<file path="src/rtl/jk_bank_controller_pkg.sv">
`default_nettype none
// ============================================================================
//  Module      : jk_bank_controller_pkg
//  Description : Shared opcodes, FSM state encoding and helpers for the
//                JK flip-flop bank controller.
//  Revision    : 1.0 - initial release
// ============================================================================
package jk_bank_controller_pkg;

   // Command opcodes (3-bit field)
   localparam logic [2:0] OP_NOP        = 3'd0;
   localparam logic [2:0] OP_LOAD       = 3'd1;
   localparam logic [2:0] OP_SET        = 3'd2;
   localparam logic [2:0] OP_CLEAR      = 3'd3;
   localparam logic [2:0] OP_TOGGLE     = 3'd4;
   localparam logic [2:0] OP_COUNT_UP   = 3'd5;
   localparam logic [2:0] OP_COUNT_DOWN = 3'd6;
   localparam logic [2:0] OP_RSVD       = 3'd7;

   // Controller states
   typedef enum logic [1:0] {
      ST_IDLE  = 2'd0,
      ST_EXEC  = 2'd1,
      ST_COUNT = 2'd2
   } state_t;

   // True for the two multi-cycle counting opcodes
   function automatic logic is_count_op(input logic [2:0] op);
      return (op == OP_COUNT_UP) || (op == OP_COUNT_DOWN);
   endfunction

endpackage
`default_nettype wire

</file>
<file path="src/rtl/jk_bank.sv">
`default_nettype none
// ============================================================================
//  Module      : jk_bank
//  Description : WIDTH-wide vector of JK flip-flops. No reset: the controller
//                clears the bank by driving K high during reset.
//  Revision    : 1.0 - initial release
// ============================================================================
module jk_bank #(
   parameter int WIDTH = 8
) (
   input  logic             i_Clk,
   input  logic [WIDTH-1:0] i_J,
   input  logic [WIDTH-1:0] i_K,
   output logic [WIDTH-1:0] o_Q
);

   logic [WIDTH-1:0] q_q;
   logic [WIDTH-1:0] q_d;

   // Per-bit JK characteristic equation: Q+ = J&~Q | ~K&Q
   generate
      for (genvar gi = 0; gi < WIDTH; gi++) begin : g_bit
         always_comb begin
            q_d[gi] = (i_J[gi] & ~q_q[gi]) | (~i_K[gi] & q_q[gi]);
         end
      end
   endgenerate

   // Bank state register
   always_ff @(posedge i_Clk) begin
      q_q <= q_d;
   end

   assign o_Q = q_q;

endmodule
`default_nettype wire

</file>
<file path="src/rtl/jk_bank_controller.sv">
`default_nettype none
// ============================================================================
//  Module      : jk_bank_controller
//  Description : Command-driven sequencer for a bank of JK flip-flops.
//                Single-cycle load/set/clear/toggle under mask, multi-cycle
//                count up/down by N steps, valid/ready command handshake.
//  Revision    : 1.0 - initial release
// ============================================================================
module jk_bank_controller
   import jk_bank_controller_pkg::*;
#(
   parameter int WIDTH = 8,
   parameter int CNT_W = 8
) (
   input  logic             i_Clk,
   input  logic             i_Rst,
   input  logic             i_Cmd_Valid,
   output logic             o_Cmd_Ready,
   input  logic [2:0]       i_Cmd_Op,
   input  logic [WIDTH-1:0] i_Cmd_Data,
   input  logic [CNT_W-1:0] i_Cmd_Count,
   output logic [WIDTH-1:0] o_J,
   output logic [WIDTH-1:0] o_K,
   output logic [WIDTH-1:0] o_Q,
   output logic             o_Busy,
   output logic             o_Done
);

   state_t           state_q,  state_d;
   logic [2:0]       op_q,     op_d;
   logic [WIDTH-1:0] data_q,   data_d;
   logic [CNT_W-1:0] remain_q, remain_d;
   logic             done_q,   done_d;

   logic [WIDTH-1:0] tgl_up;
   logic [WIDTH-1:0] tgl_dn;

   // Next-state, command latch and handshake/status decode
   always_comb begin
      state_d     = state_q;
      op_d        = op_q;
      data_d      = data_q;
      remain_d    = remain_q;
      done_d      = 1'b0;
      o_Cmd_Ready = 1'b0;
      o_Busy      = 1'b0;
      case (state_q)
         ST_IDLE: begin
            o_Cmd_Ready = 1'b1;
            if (i_Cmd_Valid) begin
               op_d     = i_Cmd_Op;
               data_d   = i_Cmd_Data;
               remain_d = i_Cmd_Count;
               // A zero-length count degenerates to a one-cycle NOP in EXEC
               if (is_count_op(i_Cmd_Op) && (i_Cmd_Count != '0)) begin
                  state_d = ST_COUNT;
               end else begin
                  state_d = ST_EXEC;
               end
            end
         end
         ST_EXEC: begin
            o_Busy  = 1'b1;
            state_d = ST_IDLE;
            done_d  = 1'b1;
         end
         ST_COUNT: begin
            o_Busy   = 1'b1;
            remain_d = remain_q - CNT_W'(1);
            if (remain_q == CNT_W'(1)) begin
               state_d = ST_IDLE;
               done_d  = 1'b1;
            end
         end
         default: begin
            state_d = ST_IDLE;
         end
      endcase
   end

   // Controller registers; reset aborts any command without a done pulse
   always_ff @(posedge i_Clk) begin
      if (i_Rst) begin
         state_q  <= ST_IDLE;
         op_q     <= OP_NOP;
         data_q   <= '0;
         remain_q <= '0;
         done_q   <= 1'b0;
      end else begin
         state_q  <= state_d;
         op_q     <= op_d;
         data_q   <= data_d;
         remain_q <= remain_d;
         done_q   <= done_d;
      end
   end

   // Ripple toggle masks: bit i flips when all lower bits are 1 (up) or 0 (down)
   always_comb begin
      tgl_up    = '0;
      tgl_dn    = '0;
      tgl_up[0] = 1'b1;
      tgl_dn[0] = 1'b1;
      for (int i = 1; i < WIDTH; i++) begin
         tgl_up[i] = tgl_up[i-1] &  o_Q[i-1];
         tgl_dn[i] = tgl_dn[i-1] & ~o_Q[i-1];
      end
   end

   // J/K drive: K all-ones during reset clears the resetless bank
   always_comb begin
      o_J = '0;
      o_K = '0;
      if (i_Rst) begin
         o_K = '1;
      end else begin
         case (state_q)
            ST_EXEC: begin
               case (op_q)
                  OP_LOAD: begin
                     o_J = data_q;
                     o_K = ~data_q;
                  end
                  OP_SET: begin
                     o_J = data_q;
                  end
                  OP_CLEAR: begin
                     o_K = data_q;
                  end
                  OP_TOGGLE: begin
                     o_J = data_q;
                     o_K = data_q;
                  end
                  default: begin
                     o_J = '0;
                     o_K = '0;
                  end
               endcase
            end
            ST_COUNT: begin
               if (op_q == OP_COUNT_DOWN) begin
                  o_J = tgl_dn;
                  o_K = tgl_dn;
               end else begin
                  o_J = tgl_up;
                  o_K = tgl_up;
               end
            end
            default: begin
               o_J = '0;
               o_K = '0;
            end
         endcase
      end
   end

   assign o_Done = done_q;

   jk_bank #(
      .WIDTH (WIDTH)
   ) u_bank (
      .i_Clk (i_Clk),
      .i_J   (o_J),
      .i_K   (o_K),
      .o_Q   (o_Q)
   );

endmodule
`default_nettype wire

</file>
<file path="config.mk">
export PLATFORM = sky130hd
export DESIGN_NAME = jk_bank_controller
export DESIGN_NICKNAME = d
export VERILOG_FILES = /design/src/rtl/jk_bank_controller_pkg.sv /design/src/rtl/jk_bank.sv /design/src/rtl/jk_bank_controller.sv
export SDC_FILE = /design/constraint.sdc
export NUM_CORES = 1
export LEC_CHECK = 0
export CELL_PAD_IN_SITES_DETAIL_PLACEMENT = 0
export CELL_PAD_IN_SITES_GLOBAL_PLACEMENT = 2
export CORE_ASPECT_RATIO = 1.75
export CORE_MARGIN = 2
export CORE_UTILIZATION = 27
export DETAILED_ROUTE_END_ITERATION = 6
export GPL_TIMING_DRIVEN = 0
export PLACE_DENSITY_LB_ADDON = 0.08
export SLEW_MARGIN = 20
export SYNTH_ARGS = -nofsm -noshare
export SYNTH_HDL_FRONTEND = slang
export SYNTH_SLANG_ARGS = --single-unit
</file>
<file path="constraint.sdc">
create_clock -name i_Clk -period 2.2 [get_ports i_Clk]
set_input_delay 0.22 -clock i_Clk [delete_from_list [all_inputs] [get_ports i_Clk]]
set_output_delay 0.22 -clock i_Clk [all_outputs]
set_load 0.1 [all_outputs]
</file>
# == After elaboration in Yosys (flattened, before gate mapping) ==
# Cells that the tools add are included.
# word_totals
register_bits,30
latch_bits,0
ram_bits,0
romBits,0
inputBits,22
output_inout_bits,27
elab_cells,100
n_memories,0
# classes
add_sub_neg,1
n_mul,0
n_div,0
order_cmp,0
n_eq_ne,12
shift,0
muxes,17
bitwise_logic,53
reduce_logical,11
# op_table
operator,n
8-bit one-hot mux with 2 select lines,4
8-bit two-way mux,5
1-bit AND,28
1-bit NOT,16
3-bit equality test (second input constant),4
8-bit by 1-bit equality test with 1-bit output (second input constant),1
8-bit NOT,1
1-bit bitwise OR,8
8-bit nonzero test,1
8-bit by 1-bit subtractor with 8-bit output (second input constant),1
3-bit by 2-bit equality test with 1-bit output (second input constant),2
2-bit two-way mux,3
2-bit AND reduction,3
2-bit inequality test (second input constant),2
2-bit one-hot mux with 2 select lines,1
2-bit OR reduction,2
3-bit by 1-bit equality test with 1-bit output (second input constant),1
1-bit two-way mux,3
3-bit OR reduction,1
2-bit by 1-bit equality test with 1-bit output (second input constant),1
2-bit equality test (second input constant),1
2-bit zero test,1
1-bit one-hot mux with 2 select lines,1
2-bit nonzero test,1
other kinds (2),2

# == Depth between registers and ports, before layout ==
# Gate-level depths: netlist of the first run.
# depth
word_depth,13
mapped_depth,8
depth_no_buf,7

# == Modules after synthesis ==
# Synthesis of the first run repeated with hierarchy kept, for this count alone.
# hier_totals
hier_cells,241
hier_area_um2,1901.8
# modules_own_cells
module,n_inst,cells_each,area_per_inst_um2,seq_area_each_um2
jk_bank_controller,1,217,1631.6,440.4
jk_bank,1,24,270.3,160.2

# == Worst setup path before layout of the first run ==
# Ideal clock, no wire load.
# synth_timing
path_kind,register to register
from,register state_q[0]
to,register u_bank.q_q[0] (netlist: u_bank.o_Q[0])
setup_time_ns,0.237
t_arrival_ns,4.013
required_ns,1.963
setup_slack_ns,-2.050
stages_incl_launch_ff,7
n_path_buf,1
period_less_slack_ns,4.250
path_cell_list,dfxtp_1 > inv_1 > ha_1 > clkbuf_1 > o21ai_0 > o21ai_0 > o21ai_0
# synth_via
elab_chain_len,6
word_cells_on_any_way,10
cone_classes,2 x eq/ne; 4 x mux; 4 x bitwise
# synth_lines
element,line,rtl
"start, declared",jk_bank_controller.sv:29,"state_t state_q, state_d;"
"start signal, assigned",jk_bank_controller.sv:90,state_q <= state_d;
2-bit equality test / 2-bit by 1-bit equality test with 1-bit output (equally long branches),jk_bank_controller.sv:117,case (state_q)
8-bit one-hot mux with 2 select lines *,jk_bank_controller.sv:117,
8-bit two-way mux *,jk_bank_controller.sv:114,if (i_Rst) begin
net o_K[0],jk_bank_controller.sv:23,"output logic [WIDTH-1:0] o_K,"
1-bit NOT *,jk_bank.sv:24,q_d[gi] = (i_J[gi] & ~q_q[gi]) | (~i_K[gi] & q_q[gi]);
1-bit AND *,jk_bank.sv:24,
1-bit bitwise OR *,jk_bank.sv:24,
net u_bank.q_d[0],jk_bank.sv:18,logic [WIDTH-1:0] q_d;
"end signal, assigned",jk_bank.sv:31,q_q <= q_d;
"end, declared",jk_bank.sv:17,logic [WIDTH-1:0] q_q;
# The timed path passes the listed nets; every way through them passes the cells marked *.
# A chain may end at the register's enable or synchronous reset.

# == Worst setup path after layout of the first run ==
# layout_timing
from,register op_q[0]
to,output o_K[6]
# layout_via
elab_chain_len,5
word_cells_on_any_way,9
cone_classes,4 x eq/ne; 4 x mux; 1 x reduce/logical
# layout_lines
element,line,rtl
"start, declared",jk_bank_controller.sv:30,"logic [2:0] op_q, op_d;"
"start signal, assigned",jk_bank_controller.sv:91,op_q <= op_d;
3-bit equality test / 3-bit by 2-bit equality test with 1-bit output (equally long branches),jk_bank_controller.sv:119,case (op_q)
2-bit OR reduction (no source line),--,
8-bit one-hot mux with 2 select lines,jk_bank_controller.sv:119,
8-bit one-hot mux with 2 select lines *,jk_bank_controller.sv:117,
8-bit two-way mux *,jk_bank_controller.sv:114,
"end, declared",jk_bank_controller.sv:23,
# Mark *: on every way between the ends. The rest lies on a longest branch, timed or not.

==> results of run 1 <==
==> through the flow <==
step	cells	util [%]	setup slack, ns	hold WS (ns)	TNS [ns]
2_1_floorplan	248	-	-0.106	0.356	-0.215
3_3_place_gp	380	38.8	-1.17	0.453	-14.14
3_5_place_dp	380	38.8	-1.18	0.458	-14.21
4_1_cts	406	46.2	-0.166	0.467	-0.499
5_1_grt	405	47.2	-0.149	0.493	-0.591
6_report	405	47.2	-0.0758	0.464	-0.259
==> synth_stat cells, types with 3 or more instances <==
master,count,area (µm²)
a211oi_1,4,30.0
a21o_1,4,30.0
xnor2_1,3,26.3
o31ai_1,3,22.5
nor2_1,25,93.8
o21ai_0,8,40.0
and2_1,3,18.8
dfxtp_1,30,601
and3_1,3,18.8
inv_1,12,45.0
a22o_1,3,26.3
nor3_1,3,15.0
nand2_1,38,143
a31oi_1,5,31.3
or3_1,3,18.8
a21oi_1,25,125
clkbuf_1,6,22.5
ha_1,5,62.6
mux2_2,3,33.8
nand3_1,5,25.0
mux2i_1,3,30.0
o22ai_1,4,25.0
==> layer usage <==
layer | GRT usage (%) | wire, µm | vias up
li1 | - | - | 1047
met1 | 17.6 | 2380 | 961
met2 | 36.5 | 3870 | 47
met3 | 2.33 | 161 | 10
met4 | 7.21 | 160 | 0
met5 | 0 | 0 | -
==> area by class of cell <==
class	instances	share of cell area (%)
flip-flops and latches	30	19.5
inverters	13	2.36
plain buffers	8	1.24
clock inverters	1	0.154
repair buffers	69	22.9
well taps	84	3.24
multi-input cells	193	46.1
clock buffers	7	4.40
==> power by group <==
group          leakage, nW  internal [W]  switching (W)
clock network       0.0739      0.000448       0.000247
registers            0.253      0.000579      0.0000490
logic                0.886      0.000228       0.000373
==> flip-flops by register name, indices dropped and copies added, names as in the netlist <==
name	count
data_q	8
o_Done	1
op_q	3
remain_q	8
state_q	2
u_bank.o_Q	8
==> what timing repair did <==
item / CTS / global route
setup buffers: 18 / 3
resized for setup: 172 / 22
endpoints found under the setup margin: 18 / 14
hold endpoints to repair: 0 / 0
pin swaps: 12 / 10
==> worst paths after layout <==
check | end | slack, ns | start | cells past startpoint
setup / recovery | o_K[6] | -0.08 | op_q[0] | 7
hold / removal | u_bank.o_Q[2] | 0.46 | u_bank.o_Q[2] | 1
setup reg to reg | u_bank.o_Q[7] | 0.29 | state_q[0] | 8
hold reg to reg | u_bank.o_Q[2] | 0.46 | u_bank.o_Q[2] | 1
==> kinds of logic after synthesis <==
family                   Yosys count
AND/OR/NAND/NOR                  102
XOR/XNOR                           4
adder cells (fa/ha/maj)            5
flip-flops                        30
buffers and inverters             25
multiplexers                       6
AO/OA/AOI/OAI                     76
==> critical path, delay by kind of cell (launching register included) <==
kind	cells	cell delay, ns
simple gates	2	0.67
flops	1	0.35
compound gates	3	0.43
buf+inv	2	0.33
==> flow_summary.yaml, run 1 <==
run_status:
  outcome: "finished with violations"
  violations: "setup timing"
setup_path:
  max_stage_delay_ns: 0.50
  critPathArrivalTime_ns: 2.06
  crit_fanout: 5
  startpoint_type: "flop"
  slowest_stage: "or4_4"
  path_cells: "nand3b_4 -> or4_4 -> buf_6 -> o22ai_4 -> a21o_1 -> a21o_2 -> buf_12"
  crit_type: "reg -> out"
  required_ns: 1.98
  cp-end-kind: "output port"
logic_synthesis:
  synthXorXnorAreaFrac_pct: 1.83
  synthAdderAreaFrac_pct: 3.26
  synth_cell_types: 58
  synthMuxAreaShare_pct: 3.33
  seq_area_frac_synth_pct: 31.3
  synth_compound_area_share_pct: 28.0
  ys_warn_count: 0
  yosys.area_share.simple_pct: 26.9
  synth_cells: 248
  synth_edf_count: 0
  async_flop_share_pct: 0
  synthFlopType: "dfxtp_1"
  synthesis.area_mm2: 0.00192
  syn-num-nets: 275
  synth_top_family_by_area: "compound AO/OA/AOI/OAI gates"
  avgSynthCellArea_um2: 7.73
  yosys_register_bits: 30
place:
  routabilityCongestion: 0.725
  portBuffers: 48
  place_hpwl_um: 5080
  placed_cell_area_mm2: 0.00266
die:
  die_h_um: 116
  fp.coreArea_mm2: 0.00686
  dieArea_mm2: 0.00782
  num_rows: 40
  chipWidth_um: 67.7
  num_io_pins: 49
  initial_core_util_pct: 28.0
sta:
  final_hold_viol_count: 0
  max_freq_ghz: 0.439
  post-route-min-period_ns: 2.28
  layout_setup_ws_ns: -0.0758
  rsz0062_at_grt: "yes"
  fin_crit_sh_pct: 103
  slew_headroom_pct: 35.7
  skew_ns: 0.00151
  drv_slew: 0
  tightestPinTransition_ns: 0.962
  setup_viol: 5
detailed_routing:
  drt-total-wl_um: 6570
  drtPass1Iterations: 4
  detail-route-antenna-nets: 0
  drtIter0Drc: 91
  via_count: 2065
  drc_errors: 0
  post_drt_via_cell_ratio: 5.10
  wl_per_cell_um: 16.2
power_and_ir_drop:
  powerDensity_mw_per_mm2: 594
  finalPower_w: 0.00192
  p_leak_nw: 1.21
  ir_drop_v: 0.000293
cts:
  clock-sinks: 30
  cts_hold_buffers: 0
  clkTransAtPathRegs_ns: 0.05
  cts_tree: "yes"
  numCtsBuffers: 5
  clk_latency_ns: 0.27
  cts_root_buf: "clkbuf_16"
  cts_max_level: 2
  cts_buffer_depth: 2
final_layout:
  insertedDiodeCount: 0
  syn_to_final_growth_pct: 68.9
  layout_common_cells: "nand2_1, clkdlybuf4s50_1, a21oi_1, buf_4, nor2_1"
  fillers: 673
  multi_input_area_mm2: 0.00149
  layout.nets: 347
  final_cell_area_mm2: 0.00324
  final_common_cell: "nand2_1"
  drive_gt1_share_pct: 36.1
  seq_area_um2: 633
global_route:
  grt_pass1_wl_um: 10500
  grt_max_degree: 11
  grt.total_usage_pct: 18.2
  antenna_found_initial: 0
  grt.overflow.total: 0
  grt_pass1_vias: 2127
hold_path:
  hold_class: "reg -> reg"
flow_run:
  maxCapViolations: 0
Note: power is estimated with default switching activity, not from simulation.
==> inputs of run 2 (changes only) <==
--- a/config.mk
+++ b/config.mk
@@ -16,4 +16,5 @@
 export SLEW_MARGIN = 20
 export SYNTH_ARGS = -nofsm -noshare
 export SYNTH_HDL_FRONTEND = slang
+export SYNTH_HIERARCHICAL = 1
 export SYNTH_SLANG_ARGS = --single-unit
==> constraint.sdc (replaced) <==
create_clock -name i_Clk -period 2.3 [get_ports i_Clk]
set_input_delay 0.23 -clock i_Clk [delete_from_list [all_inputs] [get_ports i_Clk]]
set_output_delay 0.23 -clock i_Clk [all_outputs]
set_load 0.1 [all_outputs]
==> flow_summary.yaml, run 2 <==
logic_synthesis:
  seq_area_frac_synth_pct: 31.6
  synth_cell_types: 56
  synth_edf_count: 0
  synthFlopType: "dfxtp_1"
  synth_common_cells: "nand2_1, dfxtp_1, a21oi_1"
  yosysTopAreaCell: "dfxtp_1"
  avgSynthCellArea_um2: 7.89
  yosysMostFrequentCell: "nand2_1"
  async_flop_share_pct: 0
  yosys-top-cells-area: "dfxtp_1, mux2i_1, a21oi_1"
  syn-num-nets: 268
  ys_warn_count: 6
  yosysTopAreaCellShare_pct: 31.6
  synthesis.area_mm2: 0.00190
  yosys_register_bits: 30
  synth_cells: 241
sta:
  rsz0062_at_grt: "yes"
  setup_viol: 0
  fin_crit_sh_pct: 98.9
  final_hold_viol_count: 0
  post-route-min-period_ns: 2.27
  max_freq_ghz: 0.440
  tightestPinTransition_ns: 0.966
  drv_slew: 0
  slew_headroom_pct: 35.4
  skew_ns: 0.00386
setup_path:
  cp-startpoint: "u_bank/o_Q[1]"
  reg2reg_depth: 6
  slowest_stage: "or4_4"
  required_ns: 2.07
  critPathArrivalTime_ns: 2.04
  cp-end-kind: "output port"
  crit_fanout: 4
  crit_type: "reg -> out"
  path_cells: "or4_4 -> nor3_4 -> mux2i_4 -> o221ai_4 -> buf_12"
  r2r-start: "state_q[0]"
  max_stage_delay_ns: 0.56
  startpoint_type: "flop"
global_route:
  antenna_found_initial: 0
  grt_max_degree: 11
  grt.overflow.total: 0
  grt_pass1_vias: 1947
  grt_pass1_wl_um: 10000
  grt.total_usage_pct: 17.7
detailed_routing:
  drtPass1Iterations: 4
  drc_errors: 0
  post_drt_via_cell_ratio: 5.12
  drt-total-wl_um: 6410
  wl_per_cell_um: 16.4
  detail-route-antenna-nets: 0
  via_count: 1998
  drtIter0Drc: 46
cts:
  cts_tree: "yes"
  clock-sinks: 30
  cts_buffer_depth: 2
  numCtsBuffers: 5
  clk_latency_ns: 0.28
  cts_root_buf: "clkbuf_16"
  cts_max_level: 2
  cts_hold_buffers: 0
  clkTransAtPathRegs_ns: 0.06
die:
  die_h_um: 115
  num_rows: 40
  chipWidth_um: 67.4
  dieArea_mm2: 0.00776
  initial_core_util_pct: 27.7
  fp.coreArea_mm2: 0.00686
  num_io_pins: 49
final_layout:
  final_common_cell: "nand2_1"
  final_cell_area_mm2: 0.00315
  seq_area_um2: 623
  drive_gt1_share_pct: 27.8
  fin_cells: 390
  multi_input_area_mm2: 0.00144
  layout.nets: 332
  layout_common_cells: "nand2_1, clkdlybuf4s50_1, a21oi_1, dfxtp_1, mux2i_1"
  insertedDiodeCount: 0
  syn_to_final_growth_pct: 65.6
  fillers: 671
place:
  dpl.cell_count: 373
  routabilityCongestion: 0.805
  placed_cell_area_mm2: 0.00271
  place_hpwl_um: 4880
  portBuffers: 48
power_and_ir_drop:
  ir_drop_v: 0.000385
  p_leak_nw: 1.10
  powerDensity_mw_per_mm2: 556
run_status:
  outcome: "finished clean"
hold_path:
  min_path_cells: 1
  hp-start: "u_bank/o_Q[7]"
  hold_class: "reg -> reg"
flow_run:
  maxCapViolations: 0
-- run 2: final cells by class --
class	instances	area share (%)
tap	84	3.34
multi-input combinational	184	45.7
clock inverter	1	0.159
clock buffer	7	4.53
buffer	9	1.79
sequential	30	19.8
inverter	16	2.11
timing repair buffer	59	22.6
-- run 2: cell families (layout without fill, tap and decap cells) --
kind of cell	after synthesis	count (layout)	share of synthesized area [%]
AO/OA/AOI/OAI	70	70	24.4
XOR/XNOR	4	4	1.84
buffers and inverters	27	92	5.92
AND/OR/NAND/NOR	88	88	23.9
adder cells (fa/ha/maj)	5	5	3.29
multiplexers	17	17	9.01
flip-flops	30	30	31.6
-- run 2: stage by stage --
| stage | worst slack [ns] | TNS (ns) | util (%) | power [W] | hold slack (ns) |
|---|---|---|---|---|---|
| 6_report | 0.0250 | 0 | 45.9 | 0.00175 | 0.463 |
| 5_1_grt | -0.0493 | -0.0538 | 45.9 | 0.00182 | 0.486 |
| 4_1_cts | -0.0108 | -0.0325 | 45.0 | 0.00176 | 0.468 |
| 3_5_place_dp | -1.10 | -14.29 | 39.5 | 0.00106 | 0.461 |
| 3_3_place_gp | -1.07 | -14.10 | 39.5 | 0.00106 | 0.453 |
| 2_1_floorplan | -0.0348 | -0.0615 | - | 0.000924 | 0.366 |
-- run 2: final timing paths --
path | endpoint | slack, ns
worst min register to register | u_bank/o_Q[7] | 0.46
worst min-delay path | u_bank/o_Q[7] | 0.46
worst max register to register | remain_q[6] | 0.30
worst max-delay path | o_K[6] | 0.03
-- run 2: report_power, final --
part           total, W  internal (W)  switching [W]
clock          0.000672      0.000429       0.000243
combinational  0.000489      0.000188       0.000301
sequential     0.000591      0.000549      0.0000427
-- run 2: routing by layer --
layer / vias to the layer above / track usage [%] / share of wire, %
li1: 995 / - / -
met1: 951 / 17.7 / 36
met2: 45 / 35.3 / 59
met3: 7 / 2.74 / 3.1
met4: 0 / 5.71 / 1.5
met5: - / 0 / 0
-- run 2: critical path, delay by kind of cell (launching register included) --
kind,cells,cell delay (ns)
and+or+nand+nor,2,0.82
AOI/OAI and AO/OA,1,0.25
DFF,1,0.34
buffers and inverters,1,0.21
muxes,1,0.15
-- run 2: timing repair --
item                                    4_1_cts  5_1_grt
endpoints found under the setup margin       17       17
buffers inserted                              9        2
gates resized for setup                     150       12
pin swaps                                    10        6
==> inputs of run 3 (changes only) <==
--- a/config.mk
+++ b/config.mk
@@ -7,7 +7,7 @@
 export LEC_CHECK = 0
 export CELL_PAD_IN_SITES_DETAIL_PLACEMENT = 0
 export CELL_PAD_IN_SITES_GLOBAL_PLACEMENT = 2
-export CORE_ASPECT_RATIO = 1.75
+export CORE_ASPECT_RATIO = 1.2
 export CORE_MARGIN = 2
 export CORE_UTILIZATION = 27
 export DETAILED_ROUTE_END_ITERATION = 6
==> flow_summary.yaml, run 3 (synthesis results as in run 2) <==
cts:
  clkTransAtPathRegs_ns: 0.08
  cts_tree: "yes"
  clk_latency_ns: 0.29
  clock-sinks: 30
  cts_max_level: 2
  cts_buffer_depth: 2
  numCtsBuffers: 5
  cts_hold_buffers: 0
  cts_root_buf: "clkbuf_8"
place:
  portBuffers: 48
  placed_cell_area_mm2: 0.00271
  place_hpwl_um: 4610
  routabilityCongestion: 0.810
  dpl.cell_count: 376
run_status:
  outcome: "finished with violations"
  violations: "setup timing"
detailed_routing:
  detail-route-antenna-nets: 0
  via_count: 1994
  post_drt_via_cell_ratio: 5.02
  drc_errors: 0
  drt-total-wl_um: 6250
  drtIter0Drc: 81
  wl_per_cell_um: 15.7
  drtPass1Iterations: 4
die:
  dieArea_mm2: 0.00773
  num_rows: 33
  num_io_pins: 49
  die_h_um: 95.9
  initial_core_util_pct: 27.9
  chipWidth_um: 80.6
  fp.coreArea_mm2: 0.00681
power_and_ir_drop:
  powerDensity_mw_per_mm2: 499
  ir_drop_v: 0.000225
  p_leak_nw: 1.10
sta:
  fin_crit_sh_pct: 101
  setup_viol: 1
  final_hold_viol_count: 0
  max_freq_ghz: 0.432
  slew_headroom_pct: 34.9
  skew_ns: 0.00577
  rsz0062_at_grt: "yes"
  tightestPinTransition_ns: 0.973
  post-route-min-period_ns: 2.32
  drv_slew: 0
  layout_setup_ws_ns: -0.0159
final_layout:
  layout.nets: 336
  insertedDiodeCount: 0
  fin_cells: 397
  postLayoutCoreUtil_pct: 45.9
  drive_gt1_share_pct: 30.0
  fillers: 715
  syn_to_final_growth_pct: 64.5
  final_common_cell: "nand2_1"
  final_cell_area_mm2: 0.00313
  layout_common_cells: "nand2_1, clkdlybuf4s50_1, a21oi_1, dfxtp_1, mux2i_1"
hold_path:
  hp-start: "i_Cmd_Data[6]"
  hold_class: "in -> reg"
global_route:
  grt.total_usage_pct: 17.3
  grt_pass1_vias: 1914
  antenna_found_initial: 0
  grt_pass1_wl_um: 9890
  grt_max_degree: 11
  grt.overflow.total: 0
setup_path:
  critPathArrivalTime_ns: 2.09
  required_ns: 2.07
  crit_type: "reg -> out"
  cp-startpoint: "u_bank/o_Q[2]"
  r2r-start: "state_q[0]"
  startpoint_type: "flop"
  cp-end-kind: "output port"
  crit_fanout: 4
flow_run:
  maxCapViolations: 0
run 3: cell count changes in the layout (fill, tap and decap cells not counted), moves of 2 or more:
cell       previous run  this run
dfxtp_2               6         2
clkbuf_8              2         7
dfxtp_4               4         8
buf_4                 8        12
inv_4                 1         3
clkbuf_16             5         0
run 3: where the power goes:
group | switching (W) | internal [W] | total, W
clock network | 0.000238 | 0.000242 | 0.000480
registers | 0.0000446 | 0.000545 | 0.000590
logic | 0.000298 | 0.000193 | 0.000491
total | 0.000580 | 0.000980 | 0.00156
run 3: area by class of cell:
type / instances / area, µm² / share of cell area [%]
plain buffers: 9 / 56.3 / 1.80
clock buffers: 6 / 82.6 / 2.64
clock inverters: 2 / 11.3 / 0.360
inverters: 16 / 65.1 / 2.08
multi-input cells: 184 / 1450 / 46.3
flip-flops and latches: 30 / 633 / 20.2
well taps: 87 / 109 / 3.48
repair buffers: 63 / 723 / 23.1
run 3: worst max-delay path: stages, from the launching register on:
cell	delay, ns
dfxtp_4	0.34
or4_4	0.55
nor3_4	0.30
mux2i_4	0.14
o221ai_4	0.25
buf_12	0.21
run 3: final timing paths:
path,slack (ns),end,depth (start not counted)
worst max register to register,0.26,remain_q[6],6
worst min-delay path,0.48,data_q[6],3
worst min register to register,0.49,u_bank/o_Q[3],1
worst max-delay path,-0.02,o_K[6],5
run 3: layer usage:
| metal | global-route usage [%] | share of wire [%] |
|---|---|---|
| met5 | 0 | 0 |
| met1 | 19.1 | 41 |
| met2 | 33.1 | 55 |
| met3 | 3.28 | 2.9 |
| met4 | 5.23 | 1.6 |
run 3: repair_timing:
action / in CTS / in global routing
pin swaps: 11 / 12
buffers inserted: 8 / 7
endpoints found under the setup margin: 17 / 17
gates resized for setup: 144 / 23
run 3: through the flow:
step                power (W)  hold WS, ns  setup WS, ns  TNS [ns]
finish                0.00156        0.483       -0.0159   -0.0159
global route          0.00163        0.499       -0.0863    -0.243
CTS                   0.00156        0.481       -0.0205   -0.0714
detailed placement    0.00105        0.467         -1.00    -13.55
global placement      0.00105        0.448         -1.00    -13.50
floorplan            0.000924        0.366       -0.0348   -0.0615
